--- config.mk ---
export PLATFORM = sky130hd
export DESIGN_NAME = pipe_stall_ctrl
export DESIGN_NICKNAME = d
export VERILOG_FILES = /design/src/rtl/pipe_stall_ctrl_pkg.sv /design/src/rtl/pipe_perf_cnt.sv /design/src/rtl/pipe_stall_ctrl.sv
export SDC_FILE = /design/constraint.sdc
export NUM_CORES = 1
export LEC_CHECK = 0
export CAP_MARGIN = 20
export CORE_MARGIN = 2
export CORE_UTILIZATION = 48
export DETAILED_ROUTE_END_ITERATION = 8
export PLACE_DENSITY = 0.77
export SYNTH_ARGS = -nofsm -noshare
export SYNTH_HDL_FRONTEND = slang
export SYNTH_SLANG_ARGS = --single-unit
--- constraint.sdc ---
create_clock -name clk -period 3.5 [get_ports clk]
set_input_delay 0.35 -clock clk [delete_from_list [all_inputs] [get_ports clk]]
set_output_delay 0.35 -clock clk [all_outputs]
set_load 0.05 [all_outputs]
--- src/rtl/pipe_stall_ctrl_pkg.sv ---
// Shared types and constants for the pipeline hold controller.
// Stall vector bit order: [0]PC [1]IF/ID [2]ID/EX [3]EX/MEM [4]MEM/WB [5]WB.
package pipe_stall_ctrl_pkg;

    localparam int CNT_W_DEF = 5;
    localparam int STALL_PC  = 0;

    localparam logic [5:0] STALL_NONE = 6'b000000;
    localparam logic [5:0] STALL_ID   = 6'b000111;
    localparam logic [5:0] STALL_EX   = 6'b001111;

    typedef enum logic [1:0] {
        ST_IDLE    = 2'd0,
        ST_MC_BUSY = 2'd1,
        ST_FLUSH   = 2'd2
    } state_t;

endpackage

--- src/rtl/pipe_perf_cnt.sv ---
// Saturating enable counter; holds at all-ones instead of wrapping.
module pipe_perf_cnt #(
    parameter int W = 32
) (
    input  logic         clk,
    input  logic         rst,
    input  logic         en,
    output logic [W-1:0] cnt
);

    always_ff @(posedge clk) begin
        if (rst) begin
            cnt <= '0;
        end else if (en && (cnt != '1)) begin
            cnt <= cnt + W'(1);
        end
    end

endmodule

--- src/rtl/pipe_stall_ctrl.sv ---
// Pipeline hold controller: merges ID hazards, multi-cycle EX ops and flushes
// into one stall vector, and sequences the EX step counter.
//   state      | meaning
//   ST_IDLE    | no multi-cycle op, front end free unless ID hazard
//   ST_MC_BUSY | multi-cycle op running, mc_cnt_o is the current step
//   ST_FLUSH   | one-cycle flush strobe to IF/ID and ID/EX
module pipe_stall_ctrl
    import pipe_stall_ctrl_pkg::*;
#(
    parameter int CNT_W   = CNT_W_DEF,
    parameter int STALL_W = 6,
    parameter int PERF_W  = 32
) (
    input  logic               clk,
    input  logic               rst,
    input  logic               stallreq_id,
    input  logic               mc_start,
    input  logic [CNT_W-1:0]   mc_len,
    input  logic               flush_req,
    output logic [STALL_W-1:0] stall_o,
    output logic               flush_o,
    output logic [CNT_W-1:0]   mc_cnt_o,
    output logic               mc_last_o,
    output logic               busy_o,
    output logic [PERF_W-1:0]  stall_cyc_o
);

    state_t           state, state_nxt;
    logic [CNT_W-1:0] cnt_q, cnt_nxt;
    logic [CNT_W-1:0] len_q, len_nxt;
    logic             mc_accept;
    logic             mc_last;
    logic [5:0]       stall_vec;

    // Lengths 0 and 1 complete in a single EX cycle and never enter MC_BUSY.
    assign mc_accept = mc_start && (mc_len >= CNT_W'(2));

    always_ff @(posedge clk) begin
        if (rst) begin
            state <= ST_IDLE;
            cnt_q <= '0;
            len_q <= '0;
        end else begin
            state <= state_nxt;
            cnt_q <= cnt_nxt;
            len_q <= len_nxt;
        end
    end

    always_comb begin
        state_nxt = state;
        cnt_nxt   = cnt_q;
        len_nxt   = len_q;
        mc_last   = 1'b0;
        case (state)
            ST_IDLE: begin
                if (flush_req) begin
                    state_nxt = ST_FLUSH;
                end else if (mc_accept) begin
                    state_nxt = ST_MC_BUSY;
                    cnt_nxt   = CNT_W'(1);
                    len_nxt   = mc_len;
                end
            end
            ST_MC_BUSY: begin
                mc_last = (cnt_q == (len_q - CNT_W'(1)));
                if (flush_req) begin
                    state_nxt = ST_FLUSH;
                    cnt_nxt   = '0;
                end else if (mc_last) begin
                    state_nxt = ST_IDLE;
                    cnt_nxt   = '0;
                end else begin
                    cnt_nxt = cnt_q + CNT_W'(1);
                end
            end
            ST_FLUSH: state_nxt = ST_IDLE;
            default: begin
                state_nxt = ST_IDLE;
                cnt_nxt   = '0;
            end
        endcase
    end

    always_comb begin
        stall_vec = STALL_NONE;
        if (rst || (state == ST_FLUSH) || flush_req) begin
            stall_vec = STALL_NONE;
        end else if ((state == ST_MC_BUSY) && !mc_last) begin
            stall_vec = STALL_EX;
        end else if ((state == ST_IDLE) && mc_accept) begin
            stall_vec = STALL_EX;
        end else if (stallreq_id) begin
            stall_vec = STALL_ID;
        end
    end

    assign stall_o   = STALL_W'(stall_vec);
    assign flush_o   = (state == ST_FLUSH);
    assign mc_cnt_o  = cnt_q;
    assign mc_last_o = mc_last && !rst;
    assign busy_o    = (state != ST_IDLE) && !rst;

    pipe_perf_cnt #(.W(PERF_W)) u_perf (
        .clk (clk),
        .rst (rst),
        .en  (stall_vec[STALL_PC] && !rst),
        .cnt (stall_cyc_o)
    );

endmodule

==> flow_summary.toml, run 1 <==
[min_path]
hp-class = "flop to flop"

[sta]
hold_viol_final = 0
rsz0062_at_grt = "no"
setup_viol = 0
finalWorstPathRequiredPeriod_ns = 3.260
max_freq_mhz = 306.8
finClkSkew_ns = 0.002831
period_share_pct = 93.14
report.final.slew_viol_count = 0
fin_setup_tns_ns = 0
slew_headroom_pct = 52.09
fin_ws_ns = 0.2403
worst_pin_slew_ns = 0.7132

[detailed_routing]
drc = 0
drt-wirelength-per-cell_um = 14.22
route.vias.total = 2374
drt_first_iter_violations = 115
vias_per_cell = 5.693
firstDrtPassIters = 4
finalWirelength_mm = 5.929
antenna_left = 0

[synth]
synth_cells = 300
async_flop_share_pct = 0
synth.area.mux_share_pct = 5.912
synth_fa_ha_area_share_pct = 1.490
synth.area.top_cells = "dfxtp_1 (35%), nor2_1 (4.8%), nand3_1 (4.6%)"
ys_seq_area_share_pct = 34.97
yosysWarningCount = 0
syn-cell-area_um2 = 2519
ys_seq_elements = 44
synth_top_family_by_area = "simple AND/OR/NAND/NOR gates"
synth_compound_area_share_pct = 15.95
synth_top_area_share_pct = 34.97
synth_xor_area_share_pct = 5.117
synth_cell_types = 51
postSynthAreaPerCell_um2 = 8.396
synth_edf_count = 0
synthFlopType = "dfxtp_1"
yosys.area.top_type = "dfxtp_1"
yosys.area_share.simple_pct = 31.00

[die]
ios = 56
coreArea_um2 = 5075
die_w_um = 76.44
initial_core_util_pct = 49.63
die_area_um2 = 5842
std_cell_rows = 26
dieHeight_um = 76.44

[global_route]
antenna_found_initial = 0
busiest_layer = "met2"
grtUsageMet3_pct = 5.213
grt-ovfl-total = 0
grt_use_met2_pct = 33.36
track_usage_pct = 20.81
grt_pass1_vias = 2158
grt_start_max_net_pins = 29
grt_first_pass_wirelength_mm = 10.03
met1_usage_pct = 27.37

[clock_network]
clkLatencyLatePin_ns = 0.29
clk_path_buf_depth = 2
h-tree-depth = 2
post_cts_buffers = 0
numCtsBuffers = 5
post_cts_resized = 0
cts_tree = "yes"
ctsHoldBuffers = 0
cts.sinks = 44
cts_root_buffer = "clkbuf_8"
clk_pin_slew_ns = 0.08

[placed_design]
pre_cts_ws_ns = 0.5200
hpwl_mm = 4.342
place.gp.congestion = 0.7991
port_buffers = 53

[setup_path]
crit_required_ns = 3.15
worst-path-buf-inv = 2
crit_path_end_kind = "primary output"
worstSetupStartpointType = "flop"
critical_path_arrival_ns = 2.91
rrSetupSlack_ns = 0.89
worst-path-max-fanout = 4
critPathKind = "flop to primary output"
cpMaxStageDelayCell = "clkdlybuf4s50_1"
max_stage_delay_ns = 0.89
cpLargestDelayFamily = "buffers and inverters"
path_cells = "inv_1 -> ha_1 -> and4bb_2 -> o211ai_4 -> a211o_1 -> a21oi_1 -> nor4_1 -> clkdlybuf4s50_1"

[pwr]
seqPwrFrac_pct = 54.3
p_leak_nw = 1.033
pwr-share-clk_pct = 32.2
worst_ir_drop_vdd_v = 0.0001719
power_frac_comb_pct = 13.5
p_sw_mw = 0.2629
p_per_area_nw_per_um2 = 302.1
p_sw_share_pct = 27.64
power.internal_mw = 0.6883

[final_layout]
synthToLayoutAreaGrowth_pct = 24.99
layout.area.seq_um2 = 880.8
multi_input_area_um2 = 1505
finalNetCount = 360
n_antenna_cell = 0
layout-drive-gt1-share_pct = 8.357
fill_cells = 487

[flow_run]
drv_cap = 0

[run_status]
status = "finished, final reports clean"
## stage by stage
| stage | std cells | power (mW) | cell area [um2] | util [%] | hold slack (ns) |
|---|---|---|---|---|---|
| final | 417 | 0.9512 | 3148 | 62.03 | 0.5032 |
| after global routing | 417 | 0.9900 | 3148 | 62.03 | 0.5315 |
| after CTS | 417 | 0.9563 | 3148 | 62.03 | 0.5074 |
| after detailed placement | 410 | 0.6564 | 3070 | 60.50 | 0.4914 |
| after global placement | 410 | 0.6536 | 3070 | 60.50 | 0.4687 |
| after floorplan | 301 | 0.6219 | 2522 | - | 0.4843 |
## cell families (layout without fill, tap and decap cells)
kind of cell,count (synthesis),in the layout
xor gates and xnor gates,13,13
buffers and inverters,28,74
AOI/OAI and AO/OA,53,53
adders and majority gates,3,3
DFF,44,44
and+or+nand+nor,144,144
muxes,14,14
other,1,2
## layer usage
layer	vias to the layer above	wire, um
li1	1190	-
met1	1106	2807
met2	70	2738
met3	8	308
met4	0	75
met5	-	0
## cell usage after synthesis (all sizes together) (3+ instances only)
library cell  count
a21o              3
a21oi            19
and3             10
and4              3
buf              11
clkbuf            8
dfxtp            44
ha                3
inv               9
mux2              7
mux2i             7
nand2            16
nand2b            3
nand3            23
nand4             4
nor2             32
nor2b             7
nor3              8
nor3b             3
nor4             14
o21ai             6
o31ai            10
or3               7
or4               9
xnor2            10
xor2              3
## registers in the layout (all words and copies together) (netlist names)
register    count
u_perf.cnt     32
len_q           5
mc_cnt_o        5
state           2
## layout by cell type (no fill, tap or decap), types with 7 or more instances in the layout
| cell type | netlist | final |
|---|---|---|
| clkdlybuf4s50_1 | 0 | 52 |
| mux2i_1 | 7 | 7 |
| dfxtp_1 | 44 | 44 |
| and3_1 | 10 | 10 |
| inv_1 | 8 | 8 |
| nor2b_1 | 7 | 7 |
| xnor2_1 | 8 | 8 |
| mux2_2 | 7 | 7 |
| nand3_1 | 23 | 23 |
| nand2_1 | 16 | 16 |
| nor2_1 | 32 | 32 |
| a21oi_1 | 19 | 19 |
| or4_1 | 9 | 9 |
| nor4_1 | 14 | 14 |
| o31ai_1 | 10 | 10 |
| nor3_1 | 8 | 8 |
## cell type report
| type | instances | share of cell area, % |
|---|---|---|
| clock buffer | 6 | 2.305 |
| clock inverter | 1 | 0.1590 |
| sequential | 44 | 27.98 |
| inverter | 9 | 1.073 |
| timing repair buffer | 58 | 17.89 |
| multi-input combinational | 229 | 47.81 |
| tap | 70 | 2.782 |
## final timing paths
kind,from,to,cells past startpoint
worst min-delay path,u_perf.cnt[29],u_perf.cnt[29],1
worst max register to register,len_q[0],u_perf.cnt[23],8
worst min register to register,u_perf.cnt[29],u_perf.cnt[29],1
worst max-delay path,len_q[0],stall_o[3],8
## power groups by stage
stage / logic (mW) / registers (mW) / clock network, mW
2_1_floorplan: 0.0904 / 0.531 / 0
3_3_place_gp: 0.126 / 0.528 / 0
3_5_place_dp: 0.128 / 0.528 / 0
4_1_cts: 0.129 / 0.516 / 0.311
5_1_grt: 0.138 / 0.518 / 0.334
6_report: 0.128 / 0.516 / 0.307
(Power assumes the default switching activity.)
==> run 2: changes to the inputs <==
Settings changed: CORE_UTILIZATION 48 to 51, PLACE_DENSITY 0.77 to 0.81.
==> run 2 against run 1 <==
  * Fmax is 0.82% higher
  * Design area is 0.28% higher
  * Clock power is 12% higher
  * Register-to-register slack better by 0.02 ns
==> flow_summary.toml, run 2 (same netlist as run 1, synthesis figures left out) <==
[final_layout]
postLayoutCoreUtil_pct = 66.39
layout-drive-gt1-share_pct = 8.333
top_register = "u_perf.cnt"
final_cell_mix = "clkdlybuf4s50_1 (52), dfxtp_1 (44), nor2_1 (32)"
largest_register_ffs = 32
final_common_cell = "clkdlybuf4s50_1"
final_cell_count_no_fill = 415
synthToLayoutAreaGrowth_pct = 25.34
finalNetCount = 360
n_antenna_cell = 0

[setup_path]
worst-path-max-fanout = 10
worst-path-buf-inv = 4
cp.depth = 9
cpMaxStageDelayCell = "clkdlybuf4s50_1"
crit_required_ns = 3.15
worstSetupStartpointType = "flop"
critPathKind = "flop to primary output"
crit_path_end_kind = "primary output"
max_stage_delay_ns = 0.83
path_cells = "inv_1 -> ha_1 -> and4bb_2 -> o211ai_4 -> a211oi_1 -> buf_4 -> o21a_1 -> inv_2 -> clkdlybuf4s50_1"
r2r.worst_path.cells = 8
cpLargestDelayFamily = "buffers and inverters"
critical_path_arrival_ns = 2.88

[sta]
period_share_pct = 92.38
max_freq_mhz = 309.3
worst_pin_slew_ns = 0.7240
fin_setup_tns_ns = 0
slew_headroom_pct = 51.36
hold_slack_ns = 0.3733
report.final.slew_viol_count = 0
setup_viol = 0
finClkSkew_ns = 0.005608
finalWorstPathRequiredPeriod_ns = 3.233
hold_viol_final = 0
rsz0062_at_grt = "no"

[placed_design]
port_buffers = 53
place.gp.congestion = 0.8207
hpwl_mm = 4.278
place_inst = 407

[run_status]
status = "finished, final reports clean"

[clock_network]
clk_pin_slew_ns = 0.08
ctsHoldBuffers = 0
cts_root_buffer = "clkbuf_8"
post_cts_buffers = 0
numCtsBuffers = 5
h-tree-depth = 2
clkLatencyLatePin_ns = 0.30
cts_tree = "yes"
cts.sinks = 44
post_cts_resized = 0
clk_path_buf_depth = 2

[die]
die_w_um = 74.28
dieHeight_um = 74.28
die_area_um2 = 5517
coreArea_um2 = 4755
std_cell_rows = 25
initial_core_util_pct = 52.97
ios = 56

[global_route]
antenna_found_initial = 0
grt_pass1_vias = 2125
grt-ovfl-total = 0
track_usage_pct = 22.67
grt_first_pass_wirelength_mm = 9.839
grt_start_max_net_pins = 25

[pwr]
p_per_area_nw_per_um2 = 312.6
seqPwrFrac_pct = 52.3
pwr-share-clk_pct = 34.7
power.internal_mw = 0.7138
p_sw_mw = 0.2729
power_frac_comb_pct = 13.0
p_sw_share_pct = 27.66
p_leak_nw = 1.037
worst_ir_drop_vdd_v = 0.0001727

[detailed_routing]
firstDrtPassIters = 5
drc = 0
antenna_left = 0
vias_per_cell = 5.665
route.vias.total = 2351
drt_first_iter_violations = 134
drt-wirelength-per-cell_um = 14.22
finalWirelength_mm = 5.902

[min_path]
hp-class = "primary input to flop"
holdPathStages = 2

[flow_run]
drv_cap = 0
==> run 2: area by class of cell <==
type                            instances  area, um2
Fill cell                             418       1598
Inverter                                9      33.78
Tap cell                               67      83.83
Multi-Input combinational cell        229       1505
Clock buffer                            8      90.09
Sequential cell                        44      880.8
Timing Repair Buffer                   58      563.0
==> run 2: layer usage <==
metal | GRT usage, % | up-vias | share of wire (%)
met5 | 0 | - | 0
met4 | 6.944 | 0 | 1.1
met3 | 4.878 | 6 | 4.6
met2 | 36.51 | 60 | 47
met1 | 30.66 | 1099 | 48
li1 | - | 1186 | -
==> run 2: through the flow <==
step,area [um2],worst slack [ns],power (mW)
finish,3157,0.2668,0.9867
global route,3157,0.1486,1.022
CTS,3157,0.2498,0.9907
detailed placement,3067,0.5141,0.6555
global placement,3067,0.5429,0.6537
floorplan,2522,0.2802,0.6219
==> run 2: path summary, 6_finish.rpt <==
path,from,to,slack [ns]
worst min register to register,u_perf.cnt[29],u_perf.cnt[29],0.50
worst max-delay path,len_q[0],stall_o[2],0.27
worst max register to register,len_q[0],u_perf.cnt[13],0.91
worst min-delay path,rst,u_perf.cnt[19],0.37
==> run 2: power groups by stage <==
stage | Sequential, mW | Combinational [mW] | Clock (mW)
2_1_floorplan | 0.531 | 0.0904 | 0
3_3_place_gp | 0.528 | 0.126 | 0
3_5_place_dp | 0.528 | 0.128 | 0
4_1_cts | 0.516 | 0.128 | 0.347
5_1_grt | 0.518 | 0.137 | 0.367
6_report | 0.516 | 0.128 | 0.343
